--- src/rtl/calendar_pkg.sv ---
// Shared types, reset constants and month-length helper for the calendar
// date blocks (date counter today, alarm-date block later).
package calendar_pkg;

    typedef enum logic [1:0] {
        IDLE  = 2'd0,
        CHECK = 2'd1,
        WAIT  = 2'd2
    } load_state_e;

    localparam logic [4:0] RST_DAY   = 5'd1;
    localparam logic [3:0] RST_MONTH = 4'd1;
    localparam logic [6:0] RST_YEAR  = 7'd0;
    localparam logic [2:0] RST_WDAY  = 3'd6;

    localparam logic [5:0] LAST_HOUR = 6'd23;
    localparam logic [5:0] LAST_MIN  = 6'd59;
    localparam logic [5:0] LAST_SEC  = 6'd59;
    localparam logic [6:0] LAST_YEAR = 7'd99;
    localparam logic [2:0] LAST_WDAY = 3'd6;

    // Year is an offset from 2000, so Year[1:0]==0 marks a leap year across
    // the whole 2000..2099 range (2000 itself is divisible by 400).
    function automatic logic [4:0] days_in_month(input logic [3:0] month,
                                                 input logic [6:0] year);
        logic [4:0] days;
        case (month)
            4'd2:                      days = (year[1:0] == 2'd0) ? 5'd29 : 5'd28;
            4'd4, 4'd6, 4'd9, 4'd11:   days = 5'd30;
            default:                   days = 5'd31;
        endcase
        return days;
    endfunction

endpackage

--- src/rtl/calendar_date_if.sv ---
// Date-load request/acknowledge bundle between a requester and the calendar.
interface calendar_date_if;

    logic       SetReq;
    logic [4:0] SetDay;
    logic [3:0] SetMonth;
    logic [6:0] SetYear;
    logic [2:0] SetWday;
    logic       SetAck;
    logic       SetErr;

    modport master (
        output SetReq, SetDay, SetMonth, SetYear, SetWday,
        input  SetAck, SetErr
    );

    modport slave (
        input  SetReq, SetDay, SetMonth, SetYear, SetWday,
        output SetAck, SetErr
    );

endinterface

--- src/rtl/calendar_date_check.sv ---
// Combinational legality check of a candidate date; shared with the
// alarm-date block.
module calendar_date_check
    import calendar_pkg::*;
(
    input  logic [4:0] day_i,
    input  logic [3:0] month_i,
    input  logic [6:0] year_i,
    input  logic [2:0] wday_i,
    output logic       valid_o
);

    logic month_ok;
    logic day_ok;
    logic year_ok;
    logic wday_ok;

    assign month_ok = (month_i >= 4'd1) && (month_i <= 4'd12);
    // Out-of-range months fall to 31 in days_in_month; month_ok masks them.
    assign day_ok   = (day_i >= 5'd1) && (day_i <= days_in_month(month_i, year_i));
    assign year_ok  = (year_i <= LAST_YEAR);
    assign wday_ok  = (wday_i <= LAST_WDAY);

    assign valid_o = month_ok && day_ok && year_ok && wday_ok;

endmodule

--- src/rtl/calendar_date.sv ---
// Day/month/year/weekday counter advanced by the 23:59:59 time-of-day wrap,
// with a validated request/acknowledge load port.
module calendar_date
    import calendar_pkg::*;
(
    input  logic                  CLK,
    input  logic                  RST,
    input  logic [5:0]            Hours,
    input  logic [5:0]            Mins,
    input  logic [5:0]            Secs,
    calendar_date_if.slave        set_if,
    output logic [4:0]            Day,
    output logic [3:0]            Month,
    output logic [6:0]            Year,
    output logic [2:0]            Wday,
    output logic                  NewDay
);

    load_state_e state_q, state_d;

    logic [4:0] day_q,   day_d;
    logic [3:0] month_q, month_d;
    logic [6:0] year_q,  year_d;
    logic [2:0] wday_q,  wday_d;
    logic       new_day_q, new_day_d;
    logic       ack_q,   ack_d;
    logic       err_q,   err_d;

    logic [4:0] sh_day_q;
    logic [3:0] sh_month_q;
    logic [6:0] sh_year_q;
    logic [2:0] sh_wday_q;

    logic       rollover;
    logic       capture_en;
    logic       in_check;
    logic       load_en;
    logic       shadow_valid;

    logic [4:0] adv_day;
    logic [3:0] adv_month;
    logic [6:0] adv_year;
    logic [2:0] adv_wday;

    assign rollover = (Hours == LAST_HOUR) && (Mins == LAST_MIN) && (Secs == LAST_SEC);

    calendar_date_check u_check (
        .day_i   (sh_day_q),
        .month_i (sh_month_q),
        .year_i  (sh_year_q),
        .wday_i  (sh_wday_q),
        .valid_o (shadow_valid)
    );

    // ---------------------------------------------------------------- FSM
    // NOTE: state and datapath registers use non-blocking assignments so every
    // flop samples the pre-edge values, whatever order the blocks run in.
    always_ff @(posedge CLK or posedge RST) begin
        if (RST) state_q <= IDLE;
        else     state_q <= state_d;
    end

    // NOTE: state_d gets its hold value first so no path leaves it unassigned,
    // which would otherwise infer a latch.
    always_comb begin
        state_d = state_q;
        case (state_q)
            IDLE:    if (set_if.SetReq) state_d = CHECK;
            CHECK:   state_d = WAIT;
            WAIT:    if (!set_if.SetReq) state_d = IDLE;
            default: state_d = IDLE;
        endcase
    end

    always_comb begin
        capture_en = (state_q == IDLE) && set_if.SetReq;
        in_check   = (state_q == CHECK);
        load_en    = in_check && shadow_valid;
        ack_d      = in_check;
        err_d      = in_check && !shadow_valid;
    end

    // -------------------------------------------------------- shadow regs
    // NOTE: the shadow registers are ordinary flops, not a memory, so they take
    // the async reset like everything else and never read back as X.
    always_ff @(posedge CLK or posedge RST) begin
        if (RST) begin
            sh_day_q   <= '0;
            sh_month_q <= '0;
            sh_year_q  <= '0;
            sh_wday_q  <= '0;
        end else if (capture_en) begin
            sh_day_q   <= set_if.SetDay;
            sh_month_q <= set_if.SetMonth;
            sh_year_q  <= set_if.SetYear;
            sh_wday_q  <= set_if.SetWday;
        end
    end

    // ------------------------------------------------------ rollover step
    always_comb begin
        adv_day   = day_q + 5'd1;
        adv_month = month_q;
        adv_year  = year_q;
        if (day_q == days_in_month(month_q, year_q)) begin
            adv_day = 5'd1;
            if (month_q == 4'd12) begin
                adv_month = 4'd1;
                adv_year  = (year_q == LAST_YEAR) ? 7'd0 : year_q + 7'd1;
            end else begin
                adv_month = month_q + 4'd1;
            end
        end
        // Weekday runs free; it is not realigned on the 2099 -> 2000 wrap.
        adv_wday = (wday_q == LAST_WDAY) ? 3'd0 : wday_q + 3'd1;
    end

    // A valid load in the CHECK cycle takes priority and swallows a rollover.
    always_comb begin
        day_d     = day_q;
        month_d   = month_q;
        year_d    = year_q;
        wday_d    = wday_q;
        new_day_d = 1'b0;
        if (load_en) begin
            day_d   = sh_day_q;
            month_d = sh_month_q;
            year_d  = sh_year_q;
            wday_d  = sh_wday_q;
        end else if (rollover) begin
            day_d     = adv_day;
            month_d   = adv_month;
            year_d    = adv_year;
            wday_d    = adv_wday;
            new_day_d = 1'b1;
        end
    end

    always_ff @(posedge CLK or posedge RST) begin
        if (RST) begin
            day_q     <= RST_DAY;
            month_q   <= RST_MONTH;
            year_q    <= RST_YEAR;
            wday_q    <= RST_WDAY;
            new_day_q <= 1'b0;
            ack_q     <= 1'b0;
            err_q     <= 1'b0;
        end else begin
            day_q     <= day_d;
            month_q   <= month_d;
            year_q    <= year_d;
            wday_q    <= wday_d;
            new_day_q <= new_day_d;
            ack_q     <= ack_d;
            err_q     <= err_d;
        end
    end

    assign Day           = day_q;
    assign Month         = month_q;
    assign Year          = year_q;
    assign Wday          = wday_q;
    assign NewDay        = new_day_q;
    assign set_if.SetAck = ack_q;
    assign set_if.SetErr = err_q;

endmodule

--- src/flat_wrapper.sv ---
// flat-port wrapper written by rule: the top's interface ports become plain ports
module calendar_date_flat import calendar_pkg::*;
  (CLK, RST, Hours, Mins, Secs, Day, Month, Year, Wday, NewDay, set_if_SetReq, set_if_SetDay, set_if_SetMonth, set_if_SetYear, set_if_SetWday, set_if_SetAck, set_if_SetErr);
  calendar_date_if set_if_i ();
  input  logic CLK;
  input  logic RST;
  input  logic [5:0] Hours;
  input  logic [5:0] Mins;
  input  logic [5:0] Secs;
  output logic [4:0] Day;
  output logic [3:0] Month;
  output logic [6:0] Year;
  output logic [2:0] Wday;
  output logic NewDay;
  input wire logic [$bits(set_if_i.SetReq)-1:0] set_if_SetReq;
  input wire logic [$bits(set_if_i.SetDay)-1:0] set_if_SetDay;
  input wire logic [$bits(set_if_i.SetMonth)-1:0] set_if_SetMonth;
  input wire logic [$bits(set_if_i.SetYear)-1:0] set_if_SetYear;
  input wire logic [$bits(set_if_i.SetWday)-1:0] set_if_SetWday;
  output wire logic [$bits(set_if_i.SetAck)-1:0] set_if_SetAck;
  output wire logic [$bits(set_if_i.SetErr)-1:0] set_if_SetErr;
  assign set_if_i.SetReq = set_if_SetReq;
  assign set_if_i.SetDay = set_if_SetDay;
  assign set_if_i.SetMonth = set_if_SetMonth;
  assign set_if_i.SetYear = set_if_SetYear;
  assign set_if_i.SetWday = set_if_SetWday;
  assign set_if_SetAck = set_if_i.SetAck;
  assign set_if_SetErr = set_if_i.SetErr;
  calendar_date u_core (.CLK(CLK), .RST(RST), .Hours(Hours), .Mins(Mins), .Secs(Secs), .set_if(set_if_i), .Day(Day), .Month(Month), .Year(Year), .Wday(Wday), .NewDay(NewDay));
endmodule
--- config.mk ---
export PLATFORM = sky130hd
export DESIGN_NAME = calendar_date_flat
export DESIGN_NICKNAME = d
export VERILOG_FILES = /design/src/rtl/calendar_pkg.sv /design/src/rtl/calendar_date_if.sv /design/src/rtl/calendar_date_check.sv /design/src/rtl/calendar_date.sv /design/src/flat_wrapper.sv
export SDC_FILE = /design/constraint.sdc
export NUM_CORES = 1
export LEC_CHECK = 0
export ABC_AREA = 1
export ABC_CLOCK_PERIOD_IN_PS = 3500
export CORE_ASPECT_RATIO = 2
export CORE_MARGIN = 4
export CORE_UTILIZATION = 54
export DETAILED_ROUTE_END_ITERATION = 8
export PLACE_DENSITY = 0.83
export SLEW_MARGIN = 20
export SYNTH_ARGS = -nofsm -noshare
export SYNTH_HDL_FRONTEND = slang
export SYNTH_SLANG_ARGS = --single-unit
--- constraint.sdc ---
create_clock -name CLK -period 3.5 [get_ports CLK]
set_input_delay 0.35 -clock CLK [delete_from_list [all_inputs] [get_ports CLK]]
set_output_delay 0.35 -clock CLK [all_outputs]
set_load 0.01 [all_outputs]
==> reports/qor.txt <==
Clock buffer depth = 2
Crit-path max cell delay = 0.41 ns
Syn_area_per_cell = 7.32 µm²
Place WS = 0.825 ns
Fin crit share = 78.1%
Syn_nets = 403
Post-route minimum period = 2.73 ns
Arrival time worst endpoint = 2.93 ns
Nets = 465
Die W = 57.0 µm
Crit Path Class = register to register
Setup bufs post-CTS = 0
DR DRC count = 0
Final setup margin = 0.765 ns
Leakage = 0.00164 µW
CTS resizes = 0
Number of max-cap violations = 0
Reg2reg path depth = 15
Initial Util = 55.8%
Num Clock Sinks = 43
Final core occ = 71.8%
Vias = 2500
Total grt overflow = 0
CP top delay family = simple AND/OR/NAND/NOR gates
Clock Latency Late Sink = 0.30 ns
Core area = 4640 µm²
GP Congestion = 0.856
EDFF count, synth = 0
Crit path launch type = register
Hold Buf Count CTS = 0
Critical Path Sink Type = register
Total Power = 2370 µW
Final Max Slew Viols = 0
Worst Tran Pin Value = 0.546 ns
CP Data Required Time = 3.69 ns
DR WL/cell = 13.1 µm
Synth Cell Area = 2590 µm²
Vias per cell = 5.30
Tot GR Track Use = 21.1%
Number of antenna violations at the first check in global routing = 0
# diodes = 0
Maximum vdd ir drop = 497 µV
CTS Buf Count = 5
Vias in the first global route = 2322
Most used DFF post-synth = dfrtp_1
Root Buffer = clkbuf_8
Worst min path class = input port to async pin
Reg-to-Reg Start = u_core.sh_month_q[3]$_DFFE_PP0P_
Worst-path clk slew = 0.08 ns
Setup Total Neg Slack = 0 ns
H-tree depth = 2
Worst-path maximum fanout = 26
Fmax = 366 MHz
Post-synth top area cell = dfrtp_1
Worst Path Buf+Inv = 1
Reg-to-reg endpoint = u_core.Year[4]$_DFFE_PP0P_
Area Growth Syn to Fin = 28.6%
Layout cell share with drive strength beyond 1 = 7.67%
Final HPWL DP = 4.84 mm
Final WL = 6.17 mm
Starting DRT DRC Count = 107
Setup Skew = 0.00788 ns
Yosys warns = 0
Register area share after synthesis = 41.7%
Unrepaired setup endpoints after global routing = false
Synth unique cells = 30
Top cells by area, synth = dfrtp_1, nand2_1, nand4_1
Fin. Hold Viols = 0
Die Y = 106 µm
Mapped Cells = 354
Yosys top cell area share = 37.6%
# setup viols final = 0
Layout fillers = 398
Initial DRT Pass Iterations = 4
Yosys reg bits = 43
CP max-delay cell = dfrtp_1
First-pass GRT wire length = 10.2 mm
Pwr dens = 711 nW/µm²
DRT antenna net count = 0
Ports = 62
Pin count of the biggest net entering global routing = 44
Cell breakdown of the critical path = inv_1 > nand2_1 > nor3_1 > o21ai_0 > o211a_1 > ha_1 > nand2_1 > nand4_1 > nor2_2 > nor2_8 > nand3_4 > nand2_2 > nand3_2 > nand2_1 > nand2_1
Die ar. = 6040 µm²
Max_slew headroom = 63.6%
Post-synth ARST share = 100%
CTS tree = built
Port bufs = 61
Most used cell, CP = nand2_1
Reg-to-reg setup timing slack = 0.77 ns
Number of cell rows = 35
Outcome = completed
==> kinds of logic (layout without fill, tap and decap cells) <==
| family | count (synthesis) | after routing | share of synthesized area [%] |
|---|---|---|---|
| buffers and inverters | 46 | 109 | 7.09 |
| AO/OA/AOI/OAI | 19 | 19 | 3.86 |
| flip-flops | 43 | 43 | 41.7 |
| AND/OR/NAND/NOR | 230 | 230 | 40.6 |
| XOR/XNOR | 7 | 7 | 2.36 |
| adder cells (fa/ha/maj) | 9 | 9 | 4.34 |
==> registers in the layout, indices dropped and copies added (netlist names) <==
name,flops
u_core.sh_month_q,4
u_core.Day,5
u_core.sh_wday_q,3
u_core.set_if.SetErr,1
u_core.Month,4
u_core.Wday,3
u_core.state_q,2
u_core.sh_year_q,7
u_core.NewDay,1
u_core.sh_day_q,5
u_core.set_if.SetAck,1
u_core.Year,7
==> routing by layer <==
layer  vias up  track usage, %  wire length, µm
met2        62            39.4             3410
met5         -               0                0
met1      1152            22.7             2370
met3        17            1.94              177
li1       1269               -                -
met4         0            10.1              206
==> worst reg2reg max path: cells and delay by family, from the launching register on <==
kind,cells,cell delay (ns)
DFF,1,0.41
adders and majority gates,1,0.27
AOI/OAI and AO/OA,2,0.27
buffers and inverters,1,0.11
and+or+nand+nor,11,1.57
==> power by group <==
part	switching, µW	internal [µW]	leakage (µW)
combinational	663	463	0.00106
clock	176	139	0.0000402
sequential	226	706	0.000541
total	1060	1310	0.00164
==> synth_stat cells, drive strengths merged (2+ instances only) <==
cell,number
inv,37
nor3,2
nand2,138
buf,5
nand3,30
dfrtp,39
or2,2
xnor2,2
nand4,30
clkbuf,3
a21oi,4
o21ai,14
dfstp,4
ha,9
xor2,5
nor2,27
==> stage by stage <==
step                      instance area (µm²)  cells  hold WS, ns
final                                    3330    472        0.491
after global routing                     3330    472        0.546
after CTS                                3330    472        0.513
after detailed placement                 3250    464        0.492
after global placement                   3250    464        0.482
after floorplan                          2590    354        0.459
==> placed cells by master (no fill, tap or decap), types with 2 or more instances in the layout <==
cell               n
a21oi_1            4
buf_4              2
clkbuf_8           5
clkdlybuf4s50_1   61
clkinvlp_4         2
dfrtp_1           39
dfstp_2            4
ha_1               9
inv_1             31
inv_2              6
nand2_1          134
nand2_2            3
nand3_1           27
nand3_2            2
nand4_1           30
nor2_1            23
nor2_2             2
nor3_1             2
o21ai_0            9
o21ai_1            5
xnor2_1            2
xor2_1             5
==> cell type report <==
cell class	instances	area [µm²]	share of cell area (%)
clock buffer	5	68.8	2.06
clock inverter	3	20.0	0.600
inverter	38	143	4.28
multi-input combinational	265	1330	39.8
tap	55	68.8	2.06
sequential	43	1080	32.4
timing repair buffer	63	626	18.8
==> worst max-delay path by stage <==
stage	startpoint	end	slack, ns	depth (start not counted)
finish	u_core.sh_month_q[3]$_DFFE_PP0P_	u_core.Year[4]$_DFFE_PP0P_	0.77	15
global route	u_core.sh_month_q[3]$_DFFE_PP0P_	u_core.Year[4]$_DFFE_PP0P_	0.51	15
CTS	u_core.sh_month_q[3]$_DFFE_PP0P_	u_core.Year[0]$_DFFE_PP0P_	0.79	15
detailed placement	u_core.sh_month_q[3]$_DFFE_PP0P_	u_core.Year[0]$_DFFE_PP0P_	0.82	15
global placement	u_core.sh_month_q[3]$_DFFE_PP0P_	u_core.Year[2]$_DFFE_PP0P_	0.98	15
floorplan	u_core.sh_month_q[3]$_DFFE_PP0P_	u_core.Year[6]$_DFFE_PP0P_	1.33	15
No activity file was read; power rests on OpenSTA's default activity.
